[src/rtl/y86_pkg.sv]
// Shared Y86-64 encodings: instruction codes, status codes, run-state
// encoding and condition-code bit positions. The execute stage builds
// new_cc using the same CC_* bit indices.
package y86_pkg;

    // Instruction codes
    localparam logic [3:0] I_HALT   = 4'h0;
    localparam logic [3:0] I_NOP    = 4'h1;
    localparam logic [3:0] I_RRMOVQ = 4'h2;
    localparam logic [3:0] I_IRMOVQ = 4'h3;
    localparam logic [3:0] I_RMMOVQ = 4'h4;
    localparam logic [3:0] I_MRMOVQ = 4'h5;
    localparam logic [3:0] I_OPQ    = 4'h6;
    localparam logic [3:0] I_JXX    = 4'h7;
    localparam logic [3:0] I_CALL   = 4'h8;
    localparam logic [3:0] I_RET    = 4'h9;
    localparam logic [3:0] I_PUSHQ  = 4'hA;
    localparam logic [3:0] I_POPQ   = 4'hB;

    // Register id meaning "no register"
    localparam logic [3:0] R_NONE   = 4'hF;

    // Status codes
    localparam logic [1:0] STAT_AOK = 2'd0;
    localparam logic [1:0] STAT_HLT = 2'd1;
    localparam logic [1:0] STAT_ADR = 2'd2;
    localparam logic [1:0] STAT_INS = 2'd3;

    // Processor run status
    typedef enum logic [1:0] {
        RS_RUN    = 2'd0,
        RS_HALTED = 2'd1,
        RS_FAULT  = 2'd2
    } run_state_t;

    // Condition-code bit indices within {OF,SF,ZF}
    localparam int CC_ZF = 0;
    localparam int CC_SF = 1;
    localparam int CC_OF = 2;

    // True for the two instructions that load a register from memory
    function automatic logic is_load(input logic [3:0] icode);
        return (icode == I_MRMOVQ) || (icode == I_POPQ);
    endfunction

    // True for a status under which the instruction still retires
    function automatic logic stat_retires(input logic [1:0] stat);
        return (stat == STAT_AOK) || (stat == STAT_HLT);
    endfunction

    // True for the statuses that end execution with an error
    function automatic logic stat_is_fault(input logic [1:0] stat);
        return (stat == STAT_ADR) || (stat == STAT_INS);
    endfunction

endpackage

[src/rtl/sat_counter.sv]
// Saturating up-counter: counts enabled clocks and sticks at all-ones.
module sat_counter #(
    parameter int WIDTH = 32
) (
    input  logic             clock,
    input  logic             reset,
    input  logic             en,
    output logic [WIDTH-1:0] count
);

    localparam logic [WIDTH-1:0] ONE = {{(WIDTH-1){1'b0}}, 1'b1};
    localparam logic [WIDTH-1:0] MAX = {WIDTH{1'b1}};

    logic [WIDTH-1:0] count_reg;

    // Increment when enabled unless already at the ceiling
    always_ff @(posedge clock or posedge reset) begin
        if (reset) begin
            count_reg <= '0;
        end else if (en && (count_reg != MAX)) begin
            count_reg <= count_reg + ONE;
        end
    end

    assign count = count_reg;

endmodule

[src/rtl/pipe_control.sv]
// Pipeline control for the five-stage Y86-64 core: stall/bubble generation
// for load-use, mispredicted-branch and ret hazards, the architectural
// condition-code register, run-status FSM and performance counters.
module pipe_control
    import y86_pkg::*;
#(
    parameter int         CNT_W    = 32,
    parameter logic [2:0] CC_RESET = 3'b001
) (
    input  logic             clock,
    input  logic             reset,
    input  logic [3:0]       D_icode,
    input  logic [3:0]       d_srcA,
    input  logic [3:0]       d_srcB,
    input  logic [3:0]       E_icode,
    input  logic [3:0]       E_dstM,
    input  logic             e_Cnd,
    input  logic             set_cc,
    input  logic [2:0]       new_cc,
    input  logic [3:0]       M_icode,
    input  logic [1:0]       m_stat,
    input  logic [3:0]       W_icode,
    input  logic [1:0]       W_stat,
    output logic [2:0]       cc,
    output logic             F_stall,
    output logic             D_stall,
    output logic             W_stall,
    output logic             D_bubble,
    output logic             E_bubble,
    output logic             M_bubble,
    output logic [1:0]       run_state,
    output logic [CNT_W-1:0] cycle_count,
    output logic [CNT_W-1:0] instr_count
);

    run_state_t state_reg;
    logic [2:0] cc_reg;

    logic load_use;
    logic ret_busy;
    logic mispred;
    logic exc;
    logic running;
    logic cc_write;
    logic cycle_en;
    logic instr_en;

    // Hazard detection, purely combinational so controls take effect this cycle
    always_comb begin
        load_use = is_load(E_icode) && (E_dstM != R_NONE) &&
                   ((E_dstM == d_srcA) || (E_dstM == d_srcB));
        ret_busy = (D_icode == I_RET) || (E_icode == I_RET) || (M_icode == I_RET);
        mispred  = (E_icode == I_JXX) && !e_Cnd;
        exc      = (m_stat != STAT_AOK) || (W_stat != STAT_AOK);
    end

    assign running = (state_reg == RS_RUN);

    // Stage controls; a stopped core freezes every stage and ignores hazards
    always_comb begin
        F_stall  = 1'b0;
        D_stall  = 1'b0;
        W_stall  = 1'b0;
        D_bubble = 1'b0;
        E_bubble = 1'b0;
        M_bubble = 1'b0;
        if (reset) begin
            // hold everything quiet while reset is asserted
        end else if (!running) begin
            F_stall  = 1'b1;
            D_stall  = 1'b1;
            W_stall  = 1'b1;
            M_bubble = 1'b1;
        end else begin
            F_stall  = load_use | ret_busy;
            D_stall  = load_use;
            // a stalled decode register must keep its instruction, so stall wins
            D_bubble = mispred | (ret_busy & ~load_use);
            E_bubble = mispred | load_use;
            M_bubble = exc;
            W_stall  = (W_stat != STAT_AOK);
        end
    end

    // Run-status FSM: leave RUN on the status of the writeback instruction
    always_ff @(posedge clock or posedge reset) begin
        if (reset) begin
            state_reg <= RS_RUN;
        end else begin
            case (state_reg)
                RS_RUN: begin
                    if (W_stat == STAT_HLT) begin
                        state_reg <= RS_HALTED;
                    end else if (stat_is_fault(W_stat)) begin
                        state_reg <= RS_FAULT;
                    end
                end
                RS_HALTED: state_reg <= RS_HALTED;
                RS_FAULT:  state_reg <= RS_FAULT;
                default:   state_reg <= RS_FAULT;
            endcase
        end
    end

    // Only an OPq that is not shadowed by an exception may update the flags
    assign cc_write = set_cc && (E_icode == I_OPQ) && !exc && running;

    // Condition-code register; no bypass, readers see the update next cycle
    always_ff @(posedge clock or posedge reset) begin
        if (reset) begin
            cc_reg <= CC_RESET;
        end else if (cc_write) begin
            cc_reg <= new_cc;
        end
    end

    // Cycle counter covers every clock spent in RUN, including the exit clock
    assign cycle_en = running;

    // Retirement: valid non-bubble instruction leaving writeback, HALT included
    assign instr_en = running && stat_retires(W_stat) && (W_icode != I_NOP);

    sat_counter #(
        .WIDTH (CNT_W)
    ) u_cycle_counter (
        .clock (clock),
        .reset (reset),
        .en    (cycle_en),
        .count (cycle_count)
    );

    sat_counter #(
        .WIDTH (CNT_W)
    ) u_instr_counter (
        .clock (clock),
        .reset (reset),
        .en    (instr_en),
        .count (instr_count)
    );

    assign cc        = cc_reg;
    assign run_state = state_reg;

endmodule

[config.mk]
export PLATFORM = sky130hd
export DESIGN_NAME = pipe_control
export DESIGN_NICKNAME = d
export VERILOG_FILES = /design/src/rtl/y86_pkg.sv /design/src/rtl/sat_counter.sv /design/src/rtl/pipe_control.sv
export SDC_FILE = /design/constraint.sdc
export NUM_CORES = 1
export LEC_CHECK = 0
export ABC_AREA = 1
export BUFFER_PORTS_ARGS = -buffer_cell sky130_fd_sc_hd__buf_2
export CAP_MARGIN = 15
export CORE_ASPECT_RATIO = 0.5
export CORE_UTILIZATION = 50
export CTS_BUF_LIST = sky130_fd_sc_hd__clkbuf_2 sky130_fd_sc_hd__clkbuf_4 sky130_fd_sc_hd__clkbuf_8
export CTS_CLUSTER_DIAMETER = 100
export DETAILED_ROUTE_END_ITERATION = 10
export GPL_ROUTABILITY_DRIVEN = 1
export PLACE_DENSITY = 0.75
export SYNTH_ARGS = -nofsm -noshare
export SYNTH_HDL_FRONTEND = slang
export SYNTH_HIERARCHICAL = 1
export SYNTH_SLANG_ARGS = --single-unit
[constraint.sdc]
create_clock -name clock -period 2.1 [get_ports clock]
set_input_delay 0.315 -clock clock [delete_from_list [all_inputs] [get_ports clock]]
set_output_delay 0.315 -clock clock [all_outputs]
set_load 0.02 [all_outputs]
==> results of run 1 <==
[worst max-delay path, stage by stage, from the launching register on]
cell	delay, ns
dfrtp_1	0.42
nor2_4	0.12
buf_4	0.17
nand3_1	0.11
inv_2	0.11
nand2_1	0.06
nand2_1	0.06
inv_1	0.04
buf_2	0.15
[cells in the mapped netlist]
cell        n
nand2_1   430
nand4_4     1
nor2_2      8
buf_2       2
nand4_1     4
nor2_4      3
nor2_8      2
buf_8       4
o21ai_1     3
ha_1        2
nor3_1      6
nand3b_1    5
xor2_1     12
buf_4       2
o21ai_0     6
nand2_2     6
a31oi_1     1
nand3_1    37
nand2_4     4
inv_1      80
nand3b_4    2
dfstp_2     1
dfrtp_1    68
a21oi_1     6
buf_6       4
inv_2       3
xnor2_1    12
nor2_1    109
nor4_4      1
[routing by layer]
layer	global-route usage (%)	wire, um
met3	5.51	639
met1	34.3	6110
met5	0	0
met4	7.13	131
met2	46.9	6410
[what timing repair did]
item	CTS	global route
hold buffers	1	0
setup endpoints to repair	0	2
endpoints found under the hold margin	4	0
resized for setup	0	1
[power by group through the flow]
stage	Combinational, mW	Sequential (mW)	Clock (mW)
3_5_place_dp	0.130	1.35	0
4_1_cts	0.131	1.33	1.37
2_1_floorplan	0.0642	1.35	0
3_3_place_gp	0.126	1.35	0
5_1_grt	0.149	1.33	1.42
6_report	0.129	1.33	1.32
[how the worst min path moves through the flow]
stage	start	end	cells past startpoint
after floorplan	reset	cc[1]$_DFFE_PP0P_	1
after global placement	reset	run_state[0]$_DFFE_PP0P_	2
after detailed placement	reset	run_state[0]$_DFFE_PP0P_	2
after CTS	new_cc[0]	cc[0]$_DFFE_PP1P_	3
after global routing	new_cc[0]	cc[0]$_DFFE_PP1P_	3
final	new_cc[0]	cc[0]$_DFFE_PP1P_	3
[cell families after synthesis]
family / Yosys count
xor+xnor: 24
buf+inv: 95
compound gates: 16
simple gates: 618
flops: 69
fa+ha+maj: 2
[layout make-up]
type / count / area [um^2]
fillers: 967 / 3620
multi-input cells: 660 / 2910
flip-flops and latches: 69 / 1730
repair buffers: 124 / 651
inverters: 83 / 315
well taps: 135 / 169
clock buffers: 9 / 124
clock inverters: 7 / 114
[per-stage QoR]
stage               cells  instance area (um^2)  worst slack (ns)  power [mW]
detailed placement   1070                  5760             0.302        1.48
finish               1087                  6010             0.197        2.78
CTS                  1087                  6010            0.0807        2.83
floorplan             824                  5080             0.273        1.42
global placement     1070                  5760             0.317        1.48
global route         1087                  6010            0.0602        2.90
==> impl_metrics.csv, run 1 <==
group,metric,value,unit
outcome,status,"finished, final reports clean",
timing,drv_slew,0,
layout,diodes,0,
detailed_routing,vias,5284,
layout,mostFrequentLayoutCell,"nand2_1",
synth,syn-num-nets,865,
timing,max_slew_margin,71.0,%
timing,finClkSkew,0.00823,ns
power_and_ir_drop,switching_share,22.3,%
global_routing,grt_pass1_vias,4686,
synth,synth_xor_area_share,4.14,%
floorplanning,io_pins,114,
detailed_routing,dr.pass1.iters,5,
synth,synth_compound_area_share,1.60,%
timing,period_share,90.6,%
timing,worst_pin_slew,0.435,ns
synth,netlist_area,0.00508,mm^2
layout,drive_above_1_share,18.2,%
detailed_routing,drc_errors,0,
clocking,post_cts_buffers,0,
synth,synth_fa_ha_area_share,0.493,%
layout,utilization,62.4,%
clocking,cts-htree-levels,3,
global_routing,antenna_found_initial,0,
power_and_ir_drop,p_switching,0.621,mW
clocking,clk_pin_slew,0.07,ns
synth,synth-seq-cells,69,
synth,synth_top_area_share,33.5,%
clocking,clockRootBuffer,"clkbuf_8",
detailed_routing,drt_iter0_drc,244,
synth,yosys.area_share.simple,51.0,%
synth,synth_top_area_cell,"dfrtp_1",
synth,synth.avg_cell_area,6.16,um^2
critical_path,endpoint,"M_bubble",
placement,gp_congestion,0.918,
timing,clock.fmax,0.525,GHz
timing,report.final.hold_viol_count,0,
power_and_ir_drop,p_int,2.16,mW
power_and_ir_drop,p_comb_share,4.7,%
global_routing,grt_util_all_layers,27.0,%
detailed_routing,drtAntennaViolNets,0,
critical_path,start_kind,"flop",
clocking,cts_sinks,69,
clocking,insertion_delay,0.36,ns
detailed_routing,vias_per_cell,4.86,
min_path,hold_path.class,"input port to flop",
power_and_ir_drop,vdd_drop_max,0.000264,V
critical_path,crit_path_start,"run_state[1]$_DFFE_PP0P_",
critical_path,cp.required,1.78,ns
critical_path,r2r_cells,9,
critical_path,reg2reg_slack,0.28,ns
floorplanning,dieArea,0.0106,mm^2
synth,synth_top_family_by_area,"simple AND/OR/NAND/NOR gates",
placement,placement.io_buffers,113,
critical_path,crit_arrival,1.59,ns
layout,final_cell_mix,"nand2_1, buf_2, nor2_1, inv_1, dfrtp_1",
power_and_ir_drop,p_leak,3.30,nW
global_routing,grt_max_degree,33,
floorplanning,die_y,73.2,um
critical_path,critical_path_class,"flop to output pin",
clocking,cts_tree,"built",
timing,finalSetupTns,0,ns
timing,fin_crit,1.90,ns
clocking,clockBufferDepth,2,
power_and_ir_drop,p_seq_share,47.7,%
synth,synth.area.top_cells,"dfrtp_1, nand2_1, nor2_1",
placement,dp_hpwl,10.2,mm
critical_path,crit_fanout,7,
synth,yosys_warnings,6,
synth,synthCells,824,
synth,synth.yosys.seq_area_share,34.0,%
floorplanning,core-area,0.00963,mm^2
job,maxCapViolCount,0,
global_routing,grt_pass1_wl,22.0,mm
synth,yosysUniqueCellTypes,29,
synth,muxShareOfSynthArea,0,%
layout,area_growth,18.5,%
power_and_ir_drop,clkPwrFrac,47.6,%
critical_path,timing.rr.start,"u_cycle_counter/count[0]$_DFFE_PP0P_",
detailed_routing,wl_per_cell,12.2,um
timing,setup_violations,0,
floorplanning,die_w,144,um
layout,nets,988,
clocking,cts_buffers,9,
floorplanning,initial_core_util,52.7,%
power_and_ir_drop,cellPowerDensity,463,mW/mm^2
critical_path,crit_path_end_kind,"output pin",
floorplanning,row_count,25,
detailed_routing,wl,13.3,mm
timing,holdWs,0.159,ns
global_routing,grt_overflow,0,
critical_path,worstReg2RegEnd,"u_cycle_counter/count[15]$_DFFE_PP0P_",
timing,rsz0062_at_grt,"false",
Note: power is estimated with default switching activity, not from simulation.
==> run 2, diff against run 1 <==
PLACE_DENSITY = 0.78   (was 0.75)
clock period = 1.54 ns   (was 2.1 ns; I/O delays follow)
==> run 2 against run 1 <==
Effect of this change: the flow now finishes with violations (hold timing, setup timing); sequential share of layout area down 4.0 points; sequential cell count unchanged; total power up 23%; die area unchanged; non-clock buffer count up 85; routed wire length up 17%; combinational power up 47%; critical path depth unchanged; cell count up 7.8%; largest power group unchanged.
==> impl_metrics.csv, run 2 (same netlist as run 1, synthesis figures left out) <==
group,metric,value,unit
floorplanning,row_count,25,
floorplanning,initial_core_util,52.7,%
timing,max_slew_margin,70.8,%
power_and_ir_drop,finalPower,3.41,mW
detailed_routing,dr.pass1.iters,7,
global_routing,grt_use_met1,36.0,%
layout,multi_input_area,0.00328,mm^2
outcome,status,"finished with violations",
timing,fin_crit,1.63,ns
global_routing,grt_pass1_wl,23.8,mm
clocking,clockBufferDepth,2,
timing,fin_ws,-0.0947,ns
layout,fin_cells,1172,
layout,drive_above_1_share,35.4,%
clocking,cts_sinks,69,
layout,finalInstanceArea,0.00716,mm^2
clocking,cts-htree-levels,3,
clocking,clockRootBuffer,"clkbuf_8",
global_routing,met2_usage,50.1,%
power_and_ir_drop,vdd_drop_max,0.000359,V
timing,clock.fmax,0.612,GHz
detailed_routing,wl,15.6,mm
floorplanning,core-area,0.00963,mm^2
global_routing,antenna_found_initial,0,
job,maxCapViolCount,0,
global_routing,grt_overflow,0,
power_and_ir_drop,switching_share,24.7,%
layout,fillers,765,
layout,area_growth,41.0,%
critical_path,critical_path_class,"flop to output pin",
timing,finClkSkew,0.00877,ns
detailed_routing,drt_iter0_drc,435,
detailed_routing,vias,5947,
timing,rsz0062_at_grt,"true",
clocking,cts_tree,"built",
power_and_ir_drop,p_int,2.57,mW
layout,regArea,0.00177,mm^2
timing,holdWs,-0.00844,ns
clocking,clk_pin_slew,0.08,ns
layout,mostFrequentLayoutCell,"nand2_1",
global_routing,gr-usage-met3,5.31,%
critical_path,crit_path_end_kind,"output pin",
floorplanning,die_y,73.2,um
global_routing,grt_pass1_vias,5289,
min_path,hold_path.class,"input port to async pin",
layout,diodes,0,
critical_path,cp.required,1.31,ns
detailed_routing,wl_per_cell,13.3,um
timing,setup_violations,36,
power_and_ir_drop,p_switching,0.843,mW
floorplanning,dieArea,0.0106,mm^2
floorplanning,die_w,144,um
placement,gp_congestion,0.956,
power_and_ir_drop,clkPwrFrac,41.4,%
timing,period_share,106,%
timing,worst_pin_slew,0.438,ns
critical_path,start_kind,"flop",
layout,final_cell_mix,"nand2_1, buf_2, nor2_1, buf_4, inv_1",
global_routing,grt_max_degree,33,
power_and_ir_drop,cellPowerDensity,477,mW/mm^2
clocking,insertion_delay,0.36,ns
critical_path,crit_arrival,1.40,ns
placement,dp_hpwl,11.2,mm
timing,drv_slew,0,
placement,place_area,0.00640,mm^2
global_routing,grt_util_all_layers,28.8,%
outcome,violations,"hold timing, setup timing",
critical_path,crit_fanout,4,
clocking,cts_buffers,9,
detailed_routing,drc_errors,0,
layout,nets,1073,
floorplanning,io_pins,114,
placement,place_inst,1133,
power_and_ir_drop,p_seq_share,53.1,%
detailed_routing,drtAntennaViolNets,0,
power_and_ir_drop,p_comb_share,5.6,%
placement,dp_slack,-0.000652,ns
global_routing,top_usage_layer,"met2",
detailed_routing,vias_per_cell,5.07,
placement,placement.io_buffers,113,
power_and_ir_drop,p_leak,3.78,nW
timing,report.final.hold_viol_count,17,
-- run 2: layer usage --
layer / part of all wire (%) / vias to the layer above
li1: - / 2912
met2: 48 / 257
met1: 42 / 2728
met3: 7.2 / 50
met5: 0 / -
met4: 2.9 / 0
-- run 2: final cells by class --
class                   instances  area share (%)
well taps                     135            2.36
inverters                      83            4.42
clock buffers                  12            2.22
multi-input cells             660            45.9
repair buffers                209            20.1
flip-flops and latches         69            24.7
clock inverters                 4           0.315
-- run 2: stage by stage --
step / utilization [%] / TNS [ns]
3_5_place_dp: 66.5 / -0.000652
5_1_grt: 74.3 / -4.55
4_1_cts: 69.5 / -0.281
2_1_floorplan: - / -0.246
6_report: 74.3 / -0.913
3_3_place_gp: 66.5 / 0
-- run 2: power groups by stage --
stage / logic (mW) / registers [mW] / clock network, mW
after floorplan: 0.0893 / 1.85 / 0
after global placement: 0.177 / 1.85 / 0
after detailed placement: 0.182 / 1.85 / 0
after CTS: 0.193 / 1.81 / 1.42
after global routing: 0.217 / 1.81 / 1.50
final: 0.190 / 1.81 / 1.41
-- run 2: critical path, cell delays in order (launching register included) --
cell and delay [ns]:
dfrtp_2 0.42, nor2_4 0.12, buf_6 0.12, nand3_2 0.06, inv_2 0.07, nand2_2 0.04, nand2_1 0.06, inv_1 0.04
buf_6 0.12
-- run 2: path summary, 6_finish.rpt --
path | from | to | slack [ns] | cells past startpoint
hold reg to reg | cc[0]$_DFFE_PP1P_ | cc[0]$_DFFE_PP1P_ | 0.48 | 2
max in group asynchronous | reset | cc[0]$_DFFE_PP1P_ | 0.84 | 4
setup reg to reg | u_cycle_counter/count[1]$_DFFE_PP0P_ | u_cycle_counter/count[0]$_DFFE_PP0P_ | -0.05 | 10
hold / removal | reset | u_instr_counter/count[9]$_DFFE_PP0P_ | -0.008 | 3
setup / recovery | run_state[0]$_DFFE_PP0P_ | M_bubble | -0.09 | 8
min in group clock | new_cc[0] | cc[0]$_DFFE_PP1P_ | 0.09 | 3
-- run 2: repair_timing --
action                                  CTS  global route
resized for setup                        21            95
cloned                                    0             3
endpoints found under the setup margin   30            70
setup buffers                             4            16
hold endpoints to repair                  4             0
hold buffers                              1             0
pin swaps                                 3            28
==> run 3, diff against run 2 <==
CTS_BUF_LIST = sky130_fd_sc_hd__clkbuf_4   (was sky130_fd_sc_hd__clkbuf_2 sky130_fd_sc_hd__clkbuf_4 sky130_fd_sc_hd__clkbuf_8)
==> run 3 against run 2 <==
Effect of this change: the run ends with setup timing left; sequential cell count unchanged; non-clock buffer count rose by 31; global-route usage is 1.8 points higher; largest power group unchanged; largest cell class unchanged.
==> impl_metrics.csv, run 3 (same netlist as run 1, synthesis figures left out) <==
group,metric,value,unit
floorplanning,die_y,73.2,um
clocking,cts-htree-levels,3,
power_and_ir_drop,vdd_drop_max,0.000292,V
power_and_ir_drop,switching_share,27.0,%
floorplanning,dieArea,0.0106,mm^2
clocking,clk_pin_slew,0.11,ns
timing,period_share,113,%
critical_path,r2r_cells,11,
detailed_routing,wl_per_cell,14.1,um
outcome,violations,"setup timing",
critical_path,critical_path_class,"flop to flop",
power_and_ir_drop,cellPowerDensity,402,mW/mm^2
placement,place_area,0.00640,mm^2
layout,final_cell_mix,"nand2_1, buf_2, nor2_1, buf_4, inv_1",
global_routing,grt_pass1_vias,5497,
power_and_ir_drop,p_switching,0.819,mW
detailed_routing,wl,17.0,mm
critical_path,crit_arrival,2.08,ns
layout,mostFrequentLayoutCell,"nand2_1",
layout,finalInstanceArea,0.00757,mm^2
critical_path,crit_fanout,2,
global_routing,grt_pass1_wl,25.0,mm
clocking,clockBufferDepth,2,
power_and_ir_drop,p_seq_share,59.6,%
timing,drv_slew,0,
layout,nets,1104,
floorplanning,io_pins,114,
critical_path,cp.required,1.88,ns
layout,fin_cells,1204,
critical_path,timing.rr.start,"run_state[0]$_DFFE_PP0P_",
timing,finClkSkew,0.0148,ns
detailed_routing,drtAntennaViolNets,0,
min_path,whs_path_depth,3,
clocking,insertion_delay,0.44,ns
timing,clock.fmax,0.573,GHz
clocking,cts_buffers,9,
placement,gp_congestion,0.956,
timing,setup_violations,66,
power_and_ir_drop,p_int,2.22,mW
critical_path,worstReg2RegEnd,"u_instr_counter/count[25]$_DFFE_PP0P_",
job,maxCapViolCount,0,
timing,rsz0062_at_grt,"true",
detailed_routing,drt_iter0_drc,548,
floorplanning,core-area,0.00963,mm^2
global_routing,grt_max_degree,33,
power_and_ir_drop,finalPower,3.04,mW
layout,drive_above_1_share,37.2,%
min_path,hold_end,"cc[1]$_DFFE_PP0P_",
clocking,cts_sinks,69,
placement,place_inst,1133,
critical_path,start_kind,"flop",
clocking,cts_tree,"built",
detailed_routing,vias,6195,
floorplanning,row_count,25,
floorplanning,initial_core_util,52.7,%
floorplanning,die_w,144,um
min_path,hold_path.class,"input port to flop",
timing,fin_crit,1.74,ns
outcome,status,"finished with violations",
global_routing,grt_util_all_layers,30.6,%
timing,worst_pin_slew,0.444,ns
detailed_routing,drc_errors,0,
critical_path,reg2reg_slack,-0.20,ns
layout,area_growth,49.1,%
detailed_routing,vias_per_cell,5.15,
timing,fin_ws,-0.204,ns
clocking,clockRootBuffer,"clkbuf_4",
global_routing,antenna_found_initial,1,
timing,max_slew_margin,70.4,%
placement,dp_hpwl,11.2,mm
global_routing,grt_overflow,0,
critical_path,crit_path_end_kind,"flop",
placement,placement.io_buffers,113,
power_and_ir_drop,p_leak,3.97,nW
power_and_ir_drop,clkPwrFrac,33.9,%
timing,report.final.hold_viol_count,0,
power_and_ir_drop,p_comb_share,6.5,%
layout,utilization,78.5,%
min_path,worstHoldStart,"new_cc[1]",
detailed_routing,dr.pass1.iters,6,
[run 3: cell types whose count changed in the layout (fill, tap and decap cells not counted), moves of 5 or more]
cell | before | now
nand2_1 | 382 | 376
clkbuf_8 | 11 | 0
buf_6 | 10 | 26
buf_2 | 108 | 103
buf_4 | 83 | 93
nand2_2 | 39 | 45
clkbuf_4 | 1 | 10
nor2_2 | 18 | 12
[run 3: worst max path at each step]
stage	start	endpoint	slack (ns)	cells after the start
2_1_floorplan	u_instr_counter/count[0]$_DFFE_PP0P_	u_instr_counter/count[10]$_DFFE_PP0P_	-0.02	11
3_3_place_gp	u_cycle_counter/count[5]$_DFFE_PP0P_	u_cycle_counter/count[16]$_DFFE_PP0P_	0.03	9
3_5_place_dp	u_cycle_counter/count[5]$_DFFE_PP0P_	u_cycle_counter/count[16]$_DFFE_PP0P_	-0.0007	9
4_1_cts	run_state[1]$_DFFE_PP0P_	M_bubble	-0.20	8
5_1_grt	run_state[0]$_DFFE_PP0P_	u_instr_counter/count[25]$_DFFE_PP0P_	-0.30	11
6_report	run_state[0]$_DFFE_PP0P_	u_instr_counter/count[25]$_DFFE_PP0P_	-0.20	11
[run 3: per-stage QoR]
stage | hold slack (ns) | setup TNS [ns] | worst slack [ns]
floorplan | 0.0418 | -0.246 | -0.0150
global placement | 0.326 | 0 | 0.0327
detailed placement | 0.327 | -0.000652 | -0.000652
CTS | 0.0169 | -2.75 | -0.204
global route | 0.0175 | -10.34 | -0.297
finish | 0.0310 | -5.38 | -0.204
[run 3: routing by layer]
layer / global-route usage [%] / vias to the layer above / share of wire, %
met4: 10.3 / 0 / 2.3
met3: 6.63 / 47 / 8.1
met1: 37.6 / 2857 / 41
li1: - / 2977 / -
met2: 53.7 / 314 / 49
met5: 0 / - / 0
[run 3: area by class of cell]
class,count,area [um^2]
sequential,69,1770
multi-input combinational,660,3320
fill,701,2070
clock inverter,6,30.0
antenna,1,2.50
clock buffer,10,75.1
inverter,83,317
timing repair buffer,240,1880
tap,135,169
[run 3: what timing repair did]
action                                  4_1_cts  5_1_grt
pin swaps                                    10       33
endpoints found under the setup margin       51       72
cloned                                        5        3
buffers inserted                             21       24
hold buffers                                  3        0
resized for setup                            41      107
endpoints found under the hold margin        69        0
[run 3: power groups by stage]
stage / Combinational [mW] / Clock [mW] / Sequential [mW]
after floorplan: 0.0893 / 0 / 1.85
after global placement: 0.177 / 0 / 1.85
after detailed placement: 0.182 / 0 / 1.85
after CTS: 0.197 / 1.04 / 1.81
after global routing: 0.223 / 1.13 / 1.81
final: 0.197 / 1.03 / 1.81
[run 3: worst max-delay path, cell delays in order, from the launching register on]
cell,delay [ns]
dfrtp_2,0.44
nor2_4,0.12
buf_4,0.11
nand2_2,0.05
a31oi_4,0.20
buf_6,0.13
buf_6,0.10
nand4_1,0.11
nor2_2,0.19
nand2_1,0.09
nand2_1,0.07
nand2_1,0.04
